[config.mk]
export PLATFORM = sky130hd
export DESIGN_NAME = mem_arbiter
export DESIGN_NICKNAME = d
export VERILOG_FILES = /design/src/rtl/mem_arbiter.sv
export SDC_FILE = /design/constraint.sdc
export NUM_CORES = 1
export LEC_CHECK = 0
export CORE_MARGIN = 4
export CORE_UTILIZATION = 46
export DETAILED_ROUTE_END_ITERATION = 7
export PLACE_DENSITY = 0.95
export SKIP_CTS_REPAIR_TIMING = 1
export SYNTH_ARGS = -nofsm -noshare
export SYNTH_HDL_FRONTEND = slang
export SYNTH_SLANG_ARGS = --single-unit
[constraint.sdc]
create_clock -name clk -period 5.4 [get_ports clk]
set_clock_uncertainty 0.2 [all_clocks]
set_input_delay 0.81 -clock clk [delete_from_list [all_inputs] [get_ports clk]]
set_output_delay 0.81 -clock clk [all_outputs]
set_load 0.01 [all_outputs]
[src/rtl/mem_arbiter.sv]
// Round-robin arbiter sharing one memory port between I-cache and D-cache.
// Holds each request stable until memory completes; a watchdog bounds WAIT.
module mem_arbiter #(
   parameter int TIMEOUT = 255
) (
   input  logic        clk,
   input  logic        reset,
   input  logic        ic_read,
   input  logic [31:0] ic_address,
   output logic [31:0] ic_readdata,
   output logic        ic_busywait,
   output logic        ic_error,
   input  logic        dc_read,
   input  logic        dc_write,
   input  logic [31:0] dc_address,
   input  logic [31:0] dc_writedata,
   output logic [31:0] dc_readdata,
   output logic        dc_busywait,
   output logic        dc_error,
   output logic        mem_read_req,
   output logic        mem_write_req,
   output logic [31:0] mem_address,
   output logic [31:0] mem_writedata,
   input  logic [31:0] mem_readdata,
   input  logic        mem_busywait
);

   localparam int CW = $clog2(TIMEOUT + 1);
   localparam logic [CW-1:0] CNT_LAST = CW'(TIMEOUT - 1);
   localparam logic [CW-1:0] CNT_MAX  = CW'(TIMEOUT);

   typedef enum logic [1:0] {
      IDLE,
      ISSUE,
      WAIT,
      DONE
   } state_t;

   typedef enum logic {
      GNT_IC,
      GNT_DC
   } gnt_t;

   state_t        state;
   gnt_t          gnt;
   gnt_t          last_grant;
   logic [CW-1:0] cnt;
   logic          dc_req;
   logic          pick_dc;

   assign dc_req = dc_read | dc_write;

   // On a tie the port not served last wins.
   always_comb begin
      pick_dc = dc_req;
      if (ic_read && dc_req)
         pick_dc = (last_grant == GNT_IC);
   end

   assign ic_busywait = ic_read &
      ~((state == DONE) && (gnt == GNT_IC));
   assign dc_busywait = dc_req &
      ~((state == DONE) && (gnt == GNT_DC));

   always_ff @(posedge clk or negedge reset) begin
      if (!reset) begin
         state         <= IDLE;
         gnt           <= GNT_IC;
         last_grant    <= GNT_IC;
         cnt           <= '0;
         mem_read_req  <= 1'b0;
         mem_write_req <= 1'b0;
         mem_address   <= '0;
         mem_writedata <= '0;
         ic_readdata   <= '0;
         dc_readdata   <= '0;
         ic_error      <= 1'b0;
         dc_error      <= 1'b0;
      end else begin
         ic_error <= 1'b0;
         dc_error <= 1'b0;
         unique case (state)
            IDLE: begin
               if (ic_read || dc_req) begin
                  state <= ISSUE;
                  if (pick_dc) begin
                     gnt           <= GNT_DC;
                     mem_address   <= dc_address;
                     mem_writedata <= dc_writedata;
                     mem_write_req <= dc_write;
                     mem_read_req  <= ~dc_write;
                  end else begin
                     gnt           <= GNT_IC;
                     mem_address   <= ic_address;
                     mem_write_req <= 1'b0;
                     mem_read_req  <= 1'b1;
                  end
               end
            end
            ISSUE: begin
               cnt   <= '0;
               state <= WAIT;
            end
            WAIT: begin
               if (!mem_busywait) begin
                  mem_read_req  <= 1'b0;
                  mem_write_req <= 1'b0;
                  state         <= DONE;
                  if (mem_read_req) begin
                     if (gnt == GNT_DC)
                        dc_readdata <= mem_readdata;
                     else
                        ic_readdata <= mem_readdata;
                  end
               end else if (cnt == CNT_LAST) begin
                  // Watchdog expired: abort and flag the owner.
                  mem_read_req  <= 1'b0;
                  mem_write_req <= 1'b0;
                  cnt           <= CNT_MAX;
                  state         <= DONE;
                  if (gnt == GNT_DC) begin
                     dc_error <= 1'b1;
                     if (mem_read_req)
                        dc_readdata <= '0;
                  end else begin
                     ic_error <= 1'b1;
                     if (mem_read_req)
                        ic_readdata <= '0;
                  end
               end else begin
                  cnt <= cnt + CW'(1);
               end
            end
            DONE: begin
               last_grant <= gnt;
               state      <= IDLE;
            end
            default: state <= IDLE;
         endcase
      end
   end

endmodule

==> impl_results.md <==
* Die W at 126.2 um
* Primary FF master, synth: dfrtp_1
* Initial Util at 47.80%
* DP HPWL at 14,140 um
* Number of fill cells at 933
* Max Cap Viol at 0
* Layout cell share with drive strength beyond 1 at 8.920%
* Setup TNS at 0 ns
* Worst-Skew Late Latency at 0.41 ns
* Post-synth top area cell: dfrtp_1
* Status: complete, no violations
* # IOs at 268
* WP data arrival at 2.40 ns
* Pre-CTS setup slack at 1.598 ns
* Synth area leaders: dfrtp_1, a21oi_1, mux2_4, mux2i_1, o21ai_0
* Net Sw Frac at 34.56%
* CTS tree: done
* Via/cell ratio at 5.598
* Worst Path Class, Setup: in2out
* Post-synth top area share at 56.04%
* Post-synthesis async set-or-reset flop share at 100.0%
* RSZ-0062 raised after global routing: false
* Net Switching at 0.001837 W
* Crit path max fanout at 7
* Post-Synthesis Cells at 593
* Hold WS at 0.2821 ns
* Total Routing Usage GR at 24.70%
* Period utilization at 63.23%
* Wire per inst at 19.36 um
* Setup ws final at 1.986 ns
* Rel. slew slack at 21.69%
* Largest net degree at the start of global routing at 112
* CTS root buf: clkbuf_16
* Internal power at 0.003479 W
* Storage cell area at 3603 um^2
* CTS Buf Count at 17
* Clock slew at reported path FFs at 0.06 ns
* Max Root-Sink Buffers at 2
* First-pass GRT wire length at 30,850 um
* Worst vdd ir at 326.4 uV
* Highest clock rate at 292.9 MHz
* Detailed Route Iter0 Violations at 685
* HP Class: reg2reg
* Startpoint Class: input pin
* Antenna Nets Post-Route at 0
* Measured slew at the worst slew-check pin at 1.175 ns
* Number of antenna violations at the first check in global routing at 0
* CTS HTree Levels at 4
* Final GP Congestion at 0.8549
* Syn Std Cell Area at 6430 um^2
* P&R area growth vs syn at 50.96%
* Distinct cell type count after synthesis at 41
* Yosys Warn Count at 0
* Logic gate share of total power at 45.6%
* Multi-input combinational cell area at 2633 um^2
* Power share of the clock group at 18.9%
* Leak pwr at 4.280 nW
* Yosys reg bits at 144
* Critical Path RT at 4.39 ns
* Final setup fails at 0
* Die Area at 15,930 um^2
* CTS sink count at 144
* Total Wirelength at 19,900 um
* Commonest non-fill, non-tap cell in the layout: clkdlybuf4s50_1
* Commonest non-fill, non-tap cells in the layout: clkdlybuf4s50_1, a21oi_1, dfrtp_1
* Max Slew Vio Count at 0
* Final #Nets at 982
* Post-synth net total at 733
* Port buffer count at 267
* Share of power burned in registers at 35.5%
* GRT overflow at 0
* Vias in the first global route at 5,784
* EDFF count, synth at 0
* CP endpoint kind: output pin
* Ant. Diodes at 0
* Fin. Hold Viols at 0
* Die height at 126.2 um
* Seq/Total Area, Yosys at 56.04%
* Cell Pwr Density at 547.6 nW/um^2
* Core ar. at 13,450 um^2
* Synthesized area per cell at 10.84 um^2
* # rows at 42
* DR DRC count at 0
* Via Count at 5,755
* Period minus WS final at 3.414 ns
* Pre-antenna DRT Iters at 5
==> area by class of cell <==
type	instances	share of cell area, %
well taps	176	2.269
inverters	6	0.2320
multi-input cells	399	27.12
clock buffers	18	4.421
repair buffers	274	28.09
clock inverters	11	0.7476
flip-flops and latches	144	37.12
==> cells in the mapped netlist, drive strengths merged, types with 2 or more instances <==
| cell type | number |
|---|---|
| nand2 | 41 |
| inv | 6 |
| nor3 | 5 |
| buf | 30 |
| and4 | 2 |
| mux2 | 33 |
| a221o | 2 |
| nand3 | 4 |
| dfrtp | 144 |
| mux2i | 32 |
| a211oi | 4 |
| o22ai | 2 |
| a21boi | 3 |
| and3 | 2 |
| o2bb2ai | 2 |
| a41oi | 2 |
| ha | 6 |
| clkbuf | 14 |
| nor4 | 2 |
| nand4 | 3 |
| o21ai | 37 |
| a21oi | 199 |
| nor2b | 3 |
| o211ai | 2 |
==> power groups by stage <==
stage	Clock, W	Sequential, W	Combinational, W
floorplan	0	0.00204	0.000923
global placement	0	0.00186	0.00233
detailed placement	0	0.00188	0.00242
CTS	0.00103	0.00188	0.00244
global route	0.00108	0.00195	0.00259
finish	0.00101	0.00189	0.00243
==> final timing paths <==
kind                            startpoint  cells past startpoint                end  slack (ns)
hold reg to reg            mem_address[12]                      2    mem_address[12]        0.28
setup reg to reg                  state[0]                      5    dc_readdata[19]        2.45
hold / removal             mem_address[12]                      2    mem_address[12]        0.28
min in group asynchronous            reset                      1     ic_readdata[8]        0.33
max in group asynchronous            reset                      2  mem_writedata[29]        3.60
setup / recovery                   ic_read                      3        ic_busywait        1.99
==> critical path, cell delays in order <==
cell,delay (ns)
clkdlybuf4s50_1,0.68
a21boi_0,0.31
clkdlybuf4s50_1,0.60
==> logic make-up (layout without fill, tap and decap cells) <==
group                    count (synthesis)  after routing  share of synthesized area [%]
flip-flops                             144            144                          56.04
buffers and inverters                   50            309                          3.794
multiplexers                            65             65                          12.45
adder cells (fa/ha/maj)                  6              6                          1.168
AND/OR/NAND/NOR                         71             71                          5.429
AO/OA/AOI/OAI                          257            257                          21.11
==> through the flow <==
stage	instances	area [um^2]	utilization, %	total power (W)
floorplan	593	6430	-	0.002959
global placement	999	9205	68.42	0.004186
detailed placement	999	9205	68.42	0.004306
CTS	1028	9707	72.15	0.005349
global route	1028	9707	72.15	0.005613
finish	1028	9707	72.15	0.005316
==> flip-flops by register name, summed over array words and instances, names as in the netlist <==
signal         flops
mem_writedata     32
last_grant         1
gnt                1
ic_readdata       32
mem_read_req       1
ic_error           1
mem_address       32
state              2
dc_readdata       32
cnt                8
dc_error           1
mem_write_req      1
==> layer usage <==
metal	track usage [%]	wire length [um]	up-vias
met5	0	0	-
met4	9.779	539	0
met3	7.155	1766	40
met2	41.50	10010	317
met1	30.07	7585	2745
li1	-	-	2653
Note: power is estimated with default switching activity, not from simulation.
